<file path="config.mk">
export PLATFORM = sky130hd
export DESIGN_NAME = cordic_floatingpoint_fifo_writer
export DESIGN_NICKNAME = d
export VERILOG_FILES = /design/src/rtl/cordic_floatingpoint_fifo_writer.sv
export SDC_FILE = /design/constraint.sdc
export NUM_CORES = 1
export LEC_CHECK = 0
export CAP_MARGIN = 20
export CORE_MARGIN = 4
export CORE_UTILIZATION = 30
export DETAILED_ROUTE_END_ITERATION = 8
export SYNTH_ARGS = -nofsm -noshare
export SYNTH_HDL_FRONTEND = slang
export SYNTH_SLANG_ARGS = --single-unit
</file>
<file path="constraint.sdc">
create_clock -name iClk -period 1.7 [get_ports iClk]
set_input_delay 0.34 -clock iClk [delete_from_list [all_inputs] [get_ports iClk]]
set_output_delay 0.34 -clock iClk [all_outputs]
set_load 0.01 [all_outputs]
</file>
<file path="src/rtl/cordic_floatingpoint_fifo_writer.sv">
// Producer side of the CORDIC input FIFO: splits each operand into SEG_W-bit words, MS segment first.
// Optional macro CORDIC_FP_TRAILING_ZERO_SKIP_EN stops each job after its last nonzero segment.
module cordic_floatingpoint_fifo_writer #(
    parameter int DATA_W = 32,
    parameter int SEG_W  = 8
) (
    input  logic              iClk,
    input  logic              iReset_n,
    input  logic              iValid,
    output logic              oReady,
    input  logic [DATA_W-1:0] iData,
    input  logic [3:0]        iRecovery_info,
    input  logic              iFifo_full,
    output logic              oFifo_wrreq,
    output logic [SEG_W+5:0]  oFifo_data,
    output logic              oBusy
);
    // state | meaning
    // IDLE  | waiting for an operand, oReady high
    // EMIT  | writing the registered operand's segments into the FIFO
    localparam int NUM_SEG = DATA_W / SEG_W;
    localparam int CNT_W   = $clog2(NUM_SEG + 1);

    typedef enum logic {IDLE = 1'b0, EMIT = 1'b1} state_t;

    state_t              r_state;
    logic [DATA_W-1:0]   r_data;
    logic [3:0]          r_rec;
    logic [CNT_W-1:0]    r_count;
    logic [CNT_W-1:0]    r_seg;
    logic                r_zero;

    logic [CNT_W-1:0]    w_count;
    logic                w_final;
    logic [1:0]          w_last_rot;

    always_comb begin
        w_count = CNT_W'(1);
        if (iData != '0) begin
`ifdef CORDIC_FP_TRAILING_ZERO_SKIP_EN
            for (int k = 0; k < NUM_SEG; k++) begin
                if (iData[DATA_W-1-k*SEG_W -: SEG_W] != '0)
                    w_count = CNT_W'(k + 1);
            end
`else
            w_count = CNT_W'(NUM_SEG);
`endif
        end
    end

    assign w_final    = (r_seg == (r_count - CNT_W'(1)));
    assign w_last_rot = r_zero ? 2'b10 : (w_final ? 2'b01 : 2'b00);

    assign oReady      = (r_state == IDLE);
    assign oBusy       = (r_state == EMIT);
    assign oFifo_wrreq = (r_state == EMIT) && !iFifo_full;
    // The working copy is shifted left on each write, so the current segment is always on top.
    assign oFifo_data  = {r_rec, w_last_rot, r_data[DATA_W-1 -: SEG_W]};

    always_ff @(posedge iClk or negedge iReset_n) begin
        if (!iReset_n) begin
            r_state <= IDLE;
            r_data  <= '0;
            r_rec   <= '0;
            r_count <= '0;
            r_seg   <= '0;
            r_zero  <= 1'b0;
        end else begin
            case (r_state)
                IDLE: begin
                    if (iValid) begin
                        r_data  <= iData;
                        r_rec   <= iRecovery_info;
                        r_count <= w_count;
                        r_zero  <= (iData == '0);
                        r_seg   <= '0;
                        r_state <= EMIT;
                    end
                end
                EMIT: begin
                    if (!iFifo_full) begin
                        r_seg  <= r_seg + CNT_W'(1);
                        r_data <= r_data << SEG_W;
                        if (w_final)
                            r_state <= IDLE;
                    end
                end
                default: r_state <= IDLE;
            endcase
        end
    end
endmodule
</file>
# --- Word level (Yosys, flattened, before mapping) ---
# Cells that the tools add are included.
word_totals:
  in_bits: 40
  regBits: 44
  elab_cells: 31
  out_inout_bits: 17
op_classes:
  reduce_logical: 6
  bitwise: 1
  muxes: 13
  n_eq_ne: 3
  add_sub_neg: 2
op_table:
  columns: ["op", "count"]
  rows:
  - ["$mux W32", 2]
  - ["$pmux W32 S2", 1]
  - ["$logic_not A32 Y1", 1]
  - ["$reduce_bool A32 Y1", 1]
  - ["$mux W3", 3]
  - ["$pmux W3 S2", 1]
  - ["$mux W1", 4]
  - ["$ne A2 B2 Y1 const B", 2]
  - ["$reduce_and A2 Y1", 2]
  - ["$add A3 B1 Y3 const B", 1]
  - ["$eq A3 B3 Y1", 1]
  - ["$sub A3 B1 Y3 const B", 1]
  - ["$mux W2", 1]
  - ["$pmux W1 S2", 1]
  - ["$logic_and A1 B1 Y1", 1]
  - ["$logic_not A1 Y1", 1]
  - ["$not A1 Y1", 1]

# --- Longest topological paths before layout ---
# Gate-level depths: netlist of run 1.
depth:
  word_depth: 5
  mapped_depth: 6
  mapped_depth_nobuf: 4

# --- Worst setup path after synthesis of run 1 ---
# OpenSTA, ideal clock, no wires.
synth_timing:
  path_type: "reg-to-reg"
  start: "register r_state, in the netlist oBusy"
  end: "register r_count[2]"
  path_buffers: 1
  path_slack_ps: 476
  period_less_slack_ps: 1224
  required_time_ps: 1574
  t_arrival_ps: 1098
  setup_time_ps: 126
  stages_incl_launch_ff: 5
  cell_sequence: "dfrtp_1 nor2b_1 buf_4 nand2_1 o32a_1"
synth_via:
  elab_chain_len: 2
synth_rtl:
  columns: ["item", "line", "rtl"]
  rows:
  - ["from (decl)", "26", "state_t r_state;"]
  - ["from (signal assigned)", "62", "r_state <= IDLE;"]
  - ["from (signal assigned)", "77", "r_state <= EMIT;"]
  - ["from (signal assigned)", "85", "r_state <= IDLE;"]
  - ["$not A1 Y1 (no source line)", null, null]
  - ["$reduce_and A2 Y1 (no source line)", null, null]
  - ["to (signal assigned)", "74", "r_count <= w_count;"]
  - ["to (decl)", "29", "logic [CNT_W-1:0] r_count;"]
# No other way between the ends.
# A chain may end at the register's enable or synchronous reset.

==> results of run 1 <==
-- timing repair --
| item | CTS | global route |
|---|---|---|
| setup endpoints to repair | 2 | 2 |
| gates resized for setup | 5 | 3 |
| pin swaps | 0 | 1 |
| buffers inserted | 0 | 1 |
-- final cells by class --
type	count	area share
Clock buffer	6	0.0253
Clock inverter	2	0.00479
Inverter	3	0.00479
Multi-Input combinational cell	124	0.297
Sequential cell	42	0.366
Tap cell	77	0.0335
Timing Repair Buffer	82	0.269
-- power by group --
group	internal, mW	leakage (nW)	total (mW)	switching (mW)
logic	0.898	0.788	1.66	0.767
registers	1.34	0.555	1.55	0.209
clock network	0.290	0.0452	0.640	0.349
total	2.53	1.39	3.86	1.32
-- worst max-delay path by stage --
stage               start            end  slack, ns  cells past startpoint
6_report       r_count[0]  oFifo_data[9]       0.07                      2
5_1_grt        r_count[0]  oFifo_data[9]       0.01                      2
3_5_place_dp   iFifo_full    oFifo_wrreq      -0.21                      4
4_1_cts          r_seg[2]  oFifo_data[8]      0.004                      3
2_1_floorplan       oBusy     r_count[2]       0.48                      4
3_3_place_gp   iFifo_full    oFifo_wrreq      -0.18                      4
-- placed cells by master (no fill, tap or decap), types with 2 or more instances in the layout --
cell type,n
buf_4,24
nand2_1,14
inv_1,2
clkbuf_8,5
o21ai_1,24
dfrtp_1,41
nor4_1,5
nor2_1,2
nand3b_1,2
nand3_1,26
xor2_1,2
a22o_1,9
clkdlybuf4s50_1,52
nor4_2,3
buf_12,2
mux2i_1,25
-- metrics by stage --
stage,cells,setup slack [ns],TNS (ns),total power [mW]
5_1_grt,336,0.00997,0,4.19
4_1_cts,335,0.00430,0,3.90
3_5_place_dp,327,-0.205,-0.465,3.25
6_report,336,0.0694,0,3.86
3_3_place_gp,327,-0.184,-0.289,3.22
2_1_floorplan,192,0.476,0,2.61
-- layer usage --
layer | vias up | part of all wire | global-route usage
li1 | 813 | - | -
met1 | 758 | 0.52 | 0.204
met2 | 52 | 0.41 | 0.184
met3 | 7 | 0.055 | 0.0355
met4 | 0 | 0.0095 | 0.0339
met5 | - | 0 | 0
-- worst max-delay path, stage by stage, from the launching register on --
cell and delay (ns):
dfrtp_1 0.35, buf_4 0.12, clkdlybuf4s50_1 0.52
-- kinds of logic (layout without fill, tap and decap cells) --
family / after synthesis / count (layout) / share of synthesized area
flops: 42 / 42 / 0.508
compound gates: 37 / 37 / 0.110
simple gates: 59 / 59 / 0.162
mux: 25 / 25 / 0.121
buf+inv: 26 / 93 / 0.0847
fa+ha+maj: 1 / 1 / 0.00605
xor+xnor: 2 / 2 / 0.00847
-- registers in the layout, indices dropped and copies added (netlist names) --
signal   count
r_data      32
r_count      2
r_rec        4
oBusy        1
r_seg        3
==> results_dict.tcl, run 1 <==
set metrics [dict create \
    tightest_slew_ns 0.541 \
    ant_nets 0 \
    final_nets 299 \
    hp-class "input port to asynchronous set/reset pin" \
    maxCapViolCount 0 \
    synth_top_area_frac 0.508 \
    antenna_found_initial 0 \
    cts_buffers 5 \
    hold_viol 0 \
    via_count 1630 \
    grt_overflow 0 \
    placementRows 29 \
    hpwl_mm 3.70 \
    reg2reg_depth 6 \
    port_buffers 56 \
    arrival_ns 1.29 \
    grt_max_degree 43 \
    register_area_um2 1050 \
    fin_crit_ns 1.63 \
    syn_to_final_growth_pct 38.9 \
    die_height_um 91.0 \
    netlist_top_cells_count "dfrtp_1 (42), nand3_1 (26), mux2i_1 (25)" \
    clock-skew-final_ns 0.00687 \
    routed_wire_length_per_instance_um 15.1 \
    io_pins 57 \
    cp-start-kind "flip-flop" \
    leakage_nw 1.39 \
    cts_tree "yes" \
    status "finished clean" \
    cts_htree_levels 2 \
    multi_input_area_um2 852 \
    max_slew_margin 0.639 \
    n_antenna_cell 0 \
    yosysMostFrequentCell "dfrtp_1" \
    synth_top_flop_cell "dfrtp_1" \
    critPathCaptureType "primary output" \
    fin_crit_sh 0.959 \
    vias_per_cell 4.85 \
    hold_buffers 0 \
    crit_type "flip-flop to primary output" \
    drt_iter0_drc 64 \
    grt_pass1_vias 1757 \
    synth-edff-count 0 \
    core_area_um2 6530 \
    holdWs_ns 0.105 \
    gp_congestion 0.777 \
    cts_root_buffer "clkbuf_8" \
    cts.sinks 42 \
    grt_pass1_wl_mm 8.94 \
    die_x_um 91.0 \
    fmax_ghz 0.613 \
    clock_path_buffers 2 \
    vdd_drop_max_v 0.000420 \
    required_ns 1.36 \
    syn_nets 233 \
    synth_cells 192 \
    grtUsageTotal 0.133 \
    syn_area_um2 2070 \
    ys_seq_elements 42 \
    finalMaxSlewViolations 0 \
    rr_endpoint "r_data[16]" \
    synth_top_area_cell "dfrtp_1" \
    clk_pin_slew_ns 0.08 \
    power_density_nw_per_um2 1340 \
    setup_viol 0 \
    async_reset_ff_frac 1.00 \
    post-route-util 0.440 \
    fin_area_um2 2870 \
    avgSynthCellArea_um2 10.8 \
    drive_above_1_share 0.170 \
    seq_area_frac_synth 0.508 \
    drc 0 \
    crit_fanout 3 \
    synth_cell_types 27 \
    fp.dieArea_um2 8290 \
    synth_area_leaders "dfrtp_1 (51%), mux2i_1 (12%), nand3_1 (6.3%)" \
    grt_setup_unrepaired "false" \
    clk_latency_ns 0.29 \
    r2r_start "oBusy" \
    placed_area_um2 2770 \
    r2r_slack_ns 0.24 \
    fillerInstances 634 \
    start_util 0.317 \
    first_pass_iters 4 \
    drt-total-wl_mm 5.06 \
    yosysWarnings 0 \
]
No activity file was read; power rests on OpenSTA's default activity.
==> inputs of run 2 (changes only) <==
--- a/config.mk
+++ b/config.mk
@@ -9,6 +9,8 @@
 export CORE_MARGIN = 4
 export CORE_UTILIZATION = 30
 export DETAILED_ROUTE_END_ITERATION = 8
+export MAX_ROUTING_LAYER = met4
+export SLEW_MARGIN = 15
 export SYNTH_ARGS = -nofsm -noshare
 export SYNTH_HDL_FRONTEND = slang
 export SYNTH_SLANG_ARGS = --single-unit
==> run 2 against run 1 <==
- cell count is the same
- core utilization did not move
- via count is 0.61% higher
- count of clock-buffer cells in the layout unchanged
==> results_dict.tcl, run 2 (synthesis gave the netlist of run 1 again) <==
set metrics [dict create \
    syn_to_final_growth_pct 38.9 \
    cts.sinks 42 \
    first_pass_iters 4 \
    power_density_nw_per_um2 1340 \
    slowest_delay_ns 0.52 \
    clk_pin_slew_ns 0.08 \
    cp-start-kind "flip-flop" \
    place_ws_ns -0.205 \
    crit_slowest_cell "clkdlybuf4s50_1" \
    finalWorstSetupSlack_ns 0.0674 \
    cts_htree_levels 2 \
    layout_common_cells "clkdlybuf4s50_1 (52), dfrtp_1 (41), nand3_1 (26)" \
    r2r_slack_ns 0.24 \
    critPathBufInv 2 \
    routed_wire_length_per_instance_um 15.0 \
    drt-total-wl_mm 5.04 \
    start_util 0.317 \
    drc 0 \
    vias_per_cell 4.88 \
    fin_area_um2 2870 \
    final_nets 299 \
    antenna_found_initial 0 \
    die_x_um 91.0 \
    largest_register_ffs 32 \
    maxCapViolCount 0 \
    finalMaxSlewViolations 0 \
    fmax_ghz 0.613 \
    vdd_drop_max_v 0.000420 \
    status "finished clean" \
    clock_path_buffers 2 \
    drive_above_1_share 0.170 \
    top_regs "r_data x32, r_rec x4, r_seg x3" \
    placementRows 29 \
    fillerInstances 634 \
    placed_area_um2 2770 \
    fp.dieArea_um2 8290 \
    clk_latency_ns 0.29 \
    mostFrequentLayoutCell "clkdlybuf4s50_1" \
    arrival_ns 1.29 \
    clock-skew-final_ns 0.00612 \
    critPathCaptureType "primary output" \
    power_mw 3.86 \
    ant_nets 0 \
    crit_fanout 3 \
    required_ns 1.36 \
    grt_setup_unrepaired "false" \
    post-route-util 0.440 \
    hp-class "input port to asynchronous set/reset pin" \
    path_cells "buf_4, clkdlybuf4s50_1" \
    cts_buffers 5 \
    grt_pass1_vias 1771 \
    fin_crit_ns 1.63 \
    hpwl_mm 3.70 \
    tightest_slew_ns 0.539 \
    crit_type "flip-flop to primary output" \
    regMostFlops "r_data" \
    max_slew_margin 0.641 \
    grt_overflow 0 \
    core_area_um2 6530 \
    n_antenna_cell 0 \
    via_count 1640 \
    holdWs_ns 0.103 \
    leakage_nw 1.39 \
    gp_congestion 0.788 \
    grtUsageTotal 0.136 \
    hold_viol 0 \
    drt_iter0_drc 68 \
    grt_max_degree 43 \
    io_pins 57 \
    cp_top_family "buffers and inverters" \
    port_buffers 56 \
    setup_viol 0 \
    cts_root_buffer "clkbuf_8" \
    die_height_um 91.0 \
    grt_pass1_wl_mm 8.91 \
    cts_tree "yes" \
    fin_crit_sh 0.960 \
]
-- run 2: where the power goes --
group          switching, mW  internal (mW)  total, mW
registers              0.209           1.34       1.55
logic                  0.766          0.898       1.66
clock network          0.351          0.290      0.641
total                   1.33           2.53       3.86
-- run 2: stage by stage --
step	std cells	TNS (ns)
2_1_floorplan	192	0
3_3_place_gp	327	-0.289
3_5_place_dp	327	-0.465
4_1_cts	335	0
5_1_grt	336	0
6_report	336	0
-- run 2: worst paths after layout --
kind / startpoint / end / cells after the start
min in group iClk: r_rec[1] / r_rec[1] / 2
worst max-delay path: r_count[0] / oFifo_data[9] / 2
max in group asynchronous: iReset_n / oBusy / 2
worst min register to register: r_rec[1] / r_rec[1] / 2
worst max register to register: oBusy / r_data[12] / 6
worst min-delay path: iReset_n / r_data[28] / 2
-- run 2: timing repair --
item	CTS	global route
pin swaps	0	1
setup buffers	0	1
setup endpoints to repair	2	2
gates resized for setup	5	3
hold buffers	0	0
-- run 2: area by class of cell --
class	instances	area (um^2)	area share
Clock buffer	6	72.6	0.0253
Sequential cell	42	1050	0.366
Tap cell	77	96.3	0.0335
Timing Repair Buffer	82	772	0.269
Inverter	3	13.8	0.00479
Clock inverter	2	13.8	0.00479
Multi-Input combinational cell	124	852	0.297
-- run 2: layer usage --
layer,GRT usage,vias up,part of all wire
met4,0.0339,0,0.0067
met2,0.187,56,0.42
li1,-,814,-
met5,-,-,0
met3,0.0289,5,0.049
met1,0.203,765,0.52
